$ cat src/rtl/keypad_scan_driver.sv
// Row-scanning 4x4 keypad decoder: synchronizes columns, scans rows, debounces press/release.
// Optional ASCII translation of the accepted code is compiled in with KEYPAD_ASCII_EN.
module keypad_scan_driver #(
  parameter int SCAN_DIV = 1000,
  parameter int DEBOUNCE = 4
) (
  input  logic       clk_Teclado,
  input  logic       rst,
  input  logic [3:0] Columna,
  output logic [3:0] Fila,
  output logic [7:0] cod,
  output logic       key_valid,
  output logic       key_held,
  output logic [6:0] ascii
);
  localparam int PW = $clog2(SCAN_DIV);
  localparam int DW = $clog2(DEBOUNCE + 1);
  localparam logic [PW-1:0] PRE_LAST = PW'(SCAN_DIV - 1);
  localparam logic [DW-1:0] DB_MAX   = DW'(DEBOUNCE);
  localparam logic [3:0]    ROWS_ALL = 4'b1111;
  localparam logic [3:0]    ROW_TOP  = 4'b1000;
  localparam logic [3:0]    ROW_BOT  = 4'b0001;

  typedef enum logic [1:0] {IDLE, SCAN, CONFIRM, RELEASE} state_t;
  state_t state_q, state_d;

  logic [3:0]    sync1_q, sync1_d, col_s_q, col_s_d;
  logic [PW-1:0] pre_q, pre_d;
  logic [3:0]    fila_q, fila_d, col_l_q, col_l_d, row_l_q, row_l_d;
  logic [DW-1:0] dbc_q, dbc_d, dbc_inc;
  logic [7:0]    cod_q, cod_d;
  logic          key_valid_q, key_valid_d, key_held_q, key_held_d;
  logic          tick, one_hot, col_match, col_zero, db_done;

  assign tick      = (pre_q == PRE_LAST);
  assign one_hot   = (col_s_q != 4'b0000) && ((col_s_q & (col_s_q - 4'd1)) == 4'b0000);
  assign col_match = (col_s_q == col_l_q);
  assign col_zero  = (col_s_q == 4'b0000);
  assign dbc_inc   = dbc_q + DW'(1);
  assign db_done   = (dbc_inc == DB_MAX);

  // State register plus all datapath flops
  always_ff @(posedge clk_Teclado) begin
    if (rst) begin
      state_q     <= IDLE;
      sync1_q     <= 4'b0000;
      col_s_q     <= 4'b0000;
      pre_q       <= '0;
      fila_q      <= ROWS_ALL;
      col_l_q     <= 4'b0000;
      row_l_q     <= 4'b0000;
      dbc_q       <= '0;
      cod_q       <= 8'h00;
      key_valid_q <= 1'b0;
      key_held_q  <= 1'b0;
    end else begin
      state_q     <= state_d;
      sync1_q     <= sync1_d;
      col_s_q     <= col_s_d;
      pre_q       <= pre_d;
      fila_q      <= fila_d;
      col_l_q     <= col_l_d;
      row_l_q     <= row_l_d;
      dbc_q       <= dbc_d;
      cod_q       <= cod_d;
      key_valid_q <= key_valid_d;
      key_held_q  <= key_held_d;
    end
  end

  always_comb begin
    state_d = state_q;
    if (tick) begin
      case (state_q)
        IDLE:    if (one_hot) state_d = SCAN;
        SCAN:    if (col_match) state_d = CONFIRM;
                 else if (fila_q == ROW_BOT) state_d = IDLE;
        CONFIRM: if (!col_match) state_d = IDLE;
                 else if (db_done) state_d = RELEASE;
        RELEASE: if (col_zero && db_done) state_d = IDLE;
        default: state_d = IDLE;
      endcase
    end
  end

  always_comb begin
    sync1_d     = Columna;
    col_s_d     = sync1_q;
    pre_d       = tick ? '0 : pre_q + PW'(1);
    fila_d      = fila_q;
    col_l_d     = col_l_q;
    row_l_d     = row_l_q;
    dbc_d       = dbc_q;
    cod_d       = cod_q;
    key_valid_d = 1'b0;
    key_held_d  = key_held_q;
    case (state_q)
      IDLE: begin
        fila_d = ROWS_ALL;
        if (tick && one_hot) begin
          col_l_d = col_s_q;
          fila_d  = ROW_TOP;
        end
      end
      // colS seen on this tick reflects the row driven since the previous tick
      SCAN: if (tick) begin
        if (col_match) begin
          row_l_d = fila_q;
          fila_d  = ROWS_ALL;
          dbc_d   = '0;
        end else if (fila_q == ROW_BOT) begin
          fila_d = ROWS_ALL;
        end else begin
          fila_d = fila_q >> 1;
        end
      end
      CONFIRM: if (tick && col_match) begin
        if (db_done) begin
          cod_d       = {row_l_q, col_l_q};
          key_valid_d = 1'b1;
          key_held_d  = 1'b1;
          dbc_d       = '0;
        end else begin
          dbc_d = dbc_inc;
        end
      end
      RELEASE: begin
        fila_d = ROWS_ALL;
        if (tick) begin
          if (!col_zero) begin
            dbc_d = '0;
          end else if (db_done) begin
            key_held_d = 1'b0;
            dbc_d      = '0;
          end else begin
            dbc_d = dbc_inc;
          end
        end
      end
      default: fila_d = ROWS_ALL;
    endcase
  end

  always_comb begin
    Fila      = fila_q;
    cod       = cod_q;
    key_valid = key_valid_q;
    key_held  = key_held_q;
  end

`ifdef KEYPAD_ASCII_EN
  logic [6:0] ascii_q, ascii_d;

  function automatic logic [6:0] ascii_map(input logic [7:0] c);
    case (c)
      8'h82:   ascii_map = 7'h30;
      8'h11:   ascii_map = 7'h31;
      8'h12:   ascii_map = 7'h32;
      8'h14:   ascii_map = 7'h33;
      8'h21:   ascii_map = 7'h34;
      8'h22:   ascii_map = 7'h35;
      8'h24:   ascii_map = 7'h36;
      8'h41:   ascii_map = 7'h37;
      8'h42:   ascii_map = 7'h38;
      8'h44:   ascii_map = 7'h39;
      8'h81:   ascii_map = 7'h7F;
      8'h84:   ascii_map = 7'h0D;
      default: ascii_map = 7'h00;
    endcase
  endfunction

  always_comb ascii_d = key_valid_d ? ascii_map(cod_d) : ascii_q;

  always_ff @(posedge clk_Teclado) begin
    if (rst) ascii_q <= 7'h00;
    else     ascii_q <= ascii_d;
  end

  assign ascii = ascii_q;
`else
  assign ascii = 7'h00;
`endif

endmodule
$ cat config.mk
export PLATFORM = sky130hd
export DESIGN_NAME = keypad_scan_driver
export DESIGN_NICKNAME = d
export VERILOG_FILES = /design/src/rtl/keypad_scan_driver.sv
export SDC_FILE = /design/constraint.sdc
export NUM_CORES = 1
export LEC_CHECK = 0
export BUFFER_PORTS_ARGS = -buffer_cell sky130_fd_sc_hd__buf_2
export CORE_MARGIN = 2
export CORE_UTILIZATION = 55
export DETAILED_ROUTE_END_ITERATION = 7
export HOLD_SLACK_MARGIN = 0.02
export PLACE_DENSITY = 0.77
export SLEW_MARGIN = 20
export SYNTH_ARGS = -nofsm -noshare
export SYNTH_HDL_FRONTEND = slang
export SYNTH_SLANG_ARGS = --single-unit
$ cat constraint.sdc
create_clock -name clk_Teclado -period 1.97 [get_ports clk_Teclado]
set_input_delay 0.0985 -clock clk_Teclado [delete_from_list [all_inputs] [get_ports clk_Teclado]]
set_output_delay 0.0985 -clock clk_Teclado [all_outputs]
set_load 0.005 [all_outputs]
# Word-level counts from Yosys, hierarchy flattened
# Cells that the tools add are included.
dict set report word_totals {
  ff_bits 45
  wordCells 81
  input_bits 6
  output_inout_bits 21
}
dict set report op_classes {
  n_eq_ne 18
  reduce_logical 20
  add_sub_neg 3
  mux 26
  bitwise_logic 3
}
# operator n
set ops {}
lappend ops {{3-bit 2-to-1 mux} 7}
lappend ops {{2-bit != test (second input constant)} 9}
lappend ops {{2-bit 2-to-1 mux} 6}
lappend ops {{4-bit 2-to-1 mux} 3}
lappend ops {{4-bit case mux with 3 select lines} 1}
lappend ops {{10-bit by 1-bit adder with 10-bit output (second input constant)} 1}
lappend ops {{10-bit == test (second input constant)} 1}
lappend ops {{5-bit AND reduction} 2}
lappend ops {{3-bit case mux with 3 select lines} 1}
lappend ops {{4-bit logical NOT} 2}
lappend ops {{2-bit case mux with 4 select lines} 1}
lappend ops {{1-bit 2-to-1 mux} 6}
lappend ops {{3-bit != test (second input constant)} 2}
lappend ops {{3-bit AND reduction} 2}
lappend ops {{6-bit AND reduction} 1}
lappend ops {{3-bit nonzero test} 2}
lappend ops {{4-bit AND} 1}
lappend ops {{2-bit == test (second input constant)} 2}
lappend ops {{4-bit by 1-bit == test with 1-bit output (second input constant)} 1}
lappend ops {{4-bit == test} 1}
lappend ops {{1-bit logical AND} 4}
lappend ops {{2-bit AND reduction} 2}
lappend ops {{4-bit nonzero test} 1}
lappend ops {{4-bit by 1-bit subtractor with 4-bit output (second input constant)} 1}
lappend ops {{9 further kinds} 10}

# Longest topological paths before layout
dict set report depth {
  word_depth 7
  depth_mapped 7
  mapped_depth_nobuf 6
}

# Worst setup path after synthesis
# Ideal clock, no wire load.
dict set report synth_path {
  path_type {flip-flop to flip-flop}
  startpoint {register pre_q[0]}
  endpoint {register cod_q[0] (netlist: cod[0])}
  required_ns 1.842
  path_slack_ns 0.222
  period_less_slack_ns 1.748
  n_path_buf 1
  t_arrival_ns 1.620
  setup_ns 0.128
  stages_incl_launch_ff 8
  cell_sequence {dfxtp_1 > ha_1 > nor4bb_1 > and4_1 > and4_4 > buf_6 > mux2i_1 > nor2_1}
}
dict set report synth_between {
  elab_chain_cells 3
}
# item line_no
set synth_lines {}
lappend synth_lines {{from (decl)} 28} ;# logic [PW-1:0] pre_q, pre_d;
lappend synth_lines {{from (signal assigned)} 60} ;# pre_q <= pre_d;
lappend synth_lines {{10-bit == test} 35} ;# assign tick = (pre_q == PRE_LAST);
lappend synth_lines {{1-bit logical AND} 117} ;# CONFIRM: if (tick && col_match) begin
lappend synth_lines {{3-bit AND reduction (no source line)} n/a}
lappend synth_lines {{to (signal assigned)} 65} ;# cod_q <= cod_d;
lappend synth_lines {{to (decl)} 31} ;# logic [7:0] cod_q, cod_d;
# Every way passes these cells.
# A chain may end at the register's enable or synchronous reset.

# Worst setup path after layout
dict set report layout_path {
  startpoint {register pre_q[1]}
  endpoint {register cod_q[7] (netlist: cod[7])}
}
# The elaborated chain is that of the path after synthesis.

==> results <==
- The arithmetic-cell share of the synthesized area counting full adders, half adders and majority gates is 0.0301.
- Across every metal layer, demand over resource in global routing totals 0.193.
- The category of the most critical setup path is flop to flop.
- The shortest period the worst path allows is 1.82 ns.
- The largest fanout on the critical path is 8.
- The synthesized design contains 0 enable-type register cells.
- The cell depth of the worst flop-to-flop path is 6.
- The number of max-capacitance violations reported is 0.
- After clock tree synthesis, the clock-pin slew on the worst setup and hold paths is 0.08 ns.
- The max-slew headroom at the worst pin is 0.657.
- At the worst endpoint, the arrival time is 2.02 ns.
- The first global-routing pass estimated 6260 µm of wire.
- After legalization and detailed placement, the total HPWL measured 2570 µm.
- The remaining global-route overflow is 0.
- At the end of routability-driven placement, the weighted congestion stood at 0.840.
- Power comes to 1.63 mW.
- Of the cells placed in the final design, the portion with a size suffix greater than 1 is 0.173.
- The worst voltage drop across the vdd grid is 500 µV.
- Synthesis inferred 45 register bits.
- The number of top-level design ports is 27.
- In the synthesized netlist, the number of instances is 215.
- Measured against the total synthesized area, the mux share comes to 0.0933.
- Of the total synthesized cell area, the portion taken by AND, OR, NAND and NOR gates is 0.213.
- In this run the worst setup path terminates at cod[7].
- For the worst-skew pair, the clock arrives at the later sink with an insertion delay of 0.30 ns.
- After detailed routing, the total wire length is 3770 µm.
- The most frequent standard cell in the layout excluding fill and tap cells is sky130_fd_sc_hd__dfxtp_1.
- Across all layers, the routed design uses 1,556 vias.
- The number of setup buffers added after CTS is 0.
- Dividing the detail-routed wire length by the instance count gives 12.9 µm.
- The average vias per placed instance is 5.35.
- The TritonCTS clock tree is yes.
- In this run the cell area of the synthesized design comes to 2040 µm².
- OpenSTA, run right after detailed placement, puts the worst setup slack at 0.0832 ns.
- The width of the chip is 64.9 µm.
- Entering global routing, the biggest net connects 31 pins.
- The mean area per synthesized cell is 9.49 µm².
- Clock tree synthesis inserted a total of 5 buffers.
- The compound-gate portion of the synthesized area is 0.117.
- Setup violations remaining at the end of the flow were counted as 0.
- The final cell utilization of the core is 0.640.
- The via count of the first global-routing pass is 1,396.
- In the finished design, the share of the clock period the worst path needs comes to 0.926.
- For this run, design rule violations remaining after detail routing come to 0.
- From synthesis to final layout, the design area changed by 13.2%.
- The main combinational cell family by area after synthesis is simple AND/OR/NAND/NOR gates.
- Summed over all cells, the static leakage comes to 0.939 nW.
- After the first detailed-routing iteration, the DRC count stood at 59.
- The final count of hold timing violations is 0.
- The clock tree skew after final layout is 0.00848 ns.
- STA puts the critical path data required time at 2.16 ns.
- The max-slew violation count is 0.
- The worst setup margin is 0.145 ns.
- The maximum root-to-sink buffer count is 2.
- The number of antenna violations at the first check in global routing is 0.
- For the final routed database, the setup TNS stands at 0 ns.
- The endpoint identified for the worst register-to-register timing path is cod[7].
- The highest clock frequency the design can meet is 0.548 GHz.
- The worst register-to-register path begins at pre_q[1].
- After synthesis, the netlist uses 47 different library cells.
- The area enclosed by the die boundary is 4210 µm².
- The root buffer selected by CTS is sky130_fd_sc_hd__clkbuf_8.
- The flow ran to the end, and the final reports show no timing, DRC or antenna violations.
- The share of the Yosys chip area taken by registers is 0.442.
- The deepest level of the CTS H-tree is 2.
- STA classifies the critical path startpoint as a flop.
- The most critical setup path has its startpoint at pre_q[1].
- The most used flip-flop cell after synthesis is sky130_fd_sc_hd__dfxtp_1.
- Setup repair after global routing left no endpoint under its margin.
- The repair_antennas step left the layout with diodes totalling 0.
- The count of nets left with antenna violations once routing finished came out at 0.
- The floorplan row count is 22.
- CTS saw 45 sinks.
- The hold slack is 0.138 ns.
- STA classifies the critical path endpoint as a flop.
- The share of the synthesized netlist area taken by xor and xnor gates is 0.0472.
- The count of input and output buffers is 19.
- For the pin with the worst max-slew slack, the measured transition is 0.514 ns.
- The floorplan die height is 64.9 µm.
- The first detailed-routing pass ran for 4 iterations.
- Counting flops with an async set or reset pin after synthesis yields a share of 0.
- For this run, the number of Yosys warnings is 0.
- In the layout the commonest cells are sky130_fd_sc_hd__dfxtp_1 (44), sky130_fd_sc_hd__nor2_1 (30), sky130_fd_sc_hd__mux2i_1 (19), sky130_fd_sc_hd__buf_2 (19), sky130_fd_sc_hd__nand2_1 (16).
- The path class of the tightest hold or removal check is input pin to flop.
- The slack of the worst reg-to-reg path is 0.15 ns.
- The effective utilization at floorplan is 0.566.
- The final layout contains 252 nets.
- For this design the ratio of total power to cell area is 707 nW/µm².
- The core region is 3610 µm².
==> worst min-delay path by stage <==
stage / startpoint / endpoint / slack [ns] / cells after the start
global placement: Columna[3] / col_s_d[3] / 0.31 / 2
detailed placement: Columna[3] / col_s_d[3] / 0.31 / 2
CTS: rst / Fila[3] / 0.14 / 3
finish: rst / Fila[3] / 0.14 / 3
floorplan: Columna[0] / col_s_d[0] / 0.23 / 1
global route: rst / Fila[3] / 0.17 / 3
==> stage by stage <==
| step | instance area [µm²] | cells |
|---|---|---|
| after global routing | 2310 | 291 |
| after global placement | 2160 | 279 |
| after detailed placement | 2160 | 279 |
| after floorplan | 2060 | 221 |
| final | 2310 | 291 |
| after CTS | 2300 | 291 |
==> registers in the layout, indices dropped and copies added (netlist names), 3 cells and up <==
signal   flops
col_l_q      4
col_s_q      4
col_s_d      4
pre_q       10
cod          8
row_l_q      4
dbc_q        3
Fila         4
==> cell usage after synthesis (5+ instances only) <==
| master | instances | area, µm² |
|---|---|---|
| sky130_fd_sc_hd__nand3_1 | 7 | 35.0 |
| sky130_fd_sc_hd__mux2i_1 | 19 | 190 |
| sky130_fd_sc_hd__buf_4 | 7 | 52.6 |
| sky130_fd_sc_hd__nor2b_1 | 9 | 56.3 |
| sky130_fd_sc_hd__xnor2_1 | 6 | 52.6 |
| sky130_fd_sc_hd__clkbuf_1 | 5 | 18.8 |
| sky130_fd_sc_hd__nand2_1 | 16 | 60.1 |
| sky130_fd_sc_hd__xor2_1 | 5 | 43.8 |
| sky130_fd_sc_hd__o21ai_0 | 5 | 25.0 |
| sky130_fd_sc_hd__dfxtp_1 | 45 | 901 |
| sky130_fd_sc_hd__nor2_1 | 30 | 113 |
==> kinds of logic (layout without fill, tap and decap cells) <==
| family | count (synthesis) | count (layout) |
|---|---|---|
| compound gates | 31 | 31 |
| xor+xnor | 11 | 11 |
| fa+ha+maj | 5 | 5 |
| buf+inv | 19 | 41 |
| flops | 45 | 45 |
| mux | 19 | 19 |
| other cells | 1 | 7 |
| simple gates | 84 | 84 |
==> worst max-delay path, stage by stage (launching register included) <==
cell	delay, ns
sky130_fd_sc_hd__dfxtp_1	0.36
sky130_fd_sc_hd__ha_2	0.22
sky130_fd_sc_hd__nor4bb_1	0.24
sky130_fd_sc_hd__and4_1	0.25
sky130_fd_sc_hd__and4_4	0.35
sky130_fd_sc_hd__mux2i_1	0.22
sky130_fd_sc_hd__nor2_1	0.06
==> metal layers <==
metal,vias to the layer above,GRT usage,wire [µm]
met2,39,0.304,1720
met3,6,0.0521,172
met4,0,0.0878,68
met1,718,0.246,1800
met5,-,0,0
li1,793,-,-
==> cell type report <==
type | instances | area (µm²)
fill | 314 | 1300
sequential | 45 | 902
multi-input combinational | 157 | 1050
timing repair buffer | 29 | 180
inverter | 4 | 15.0
tap | 48 | 60.1
clock inverter | 1 | 5.00
clock buffer | 7 | 96.3
==> report_power, final <==
group	switching, mW	leakage, nW	internal (mW)
Sequential	0.0119	0.365	0.922
Combinational	0.0467	0.520	0.0345
Clock	0.301	0.0542	0.317
Total	0.360	0.939	1.27
==> repair_timing <==
| item | 4_1_cts | 5_1_grt |
|---|---|---|
| gates resized for setup | 0 | 2 |
| setup endpoints to repair | 0 | 7 |
| endpoints found under the hold margin | 4 | 0 |
| hold buffers | 4 | 0 |
Power figures use the tool's default switching activity.
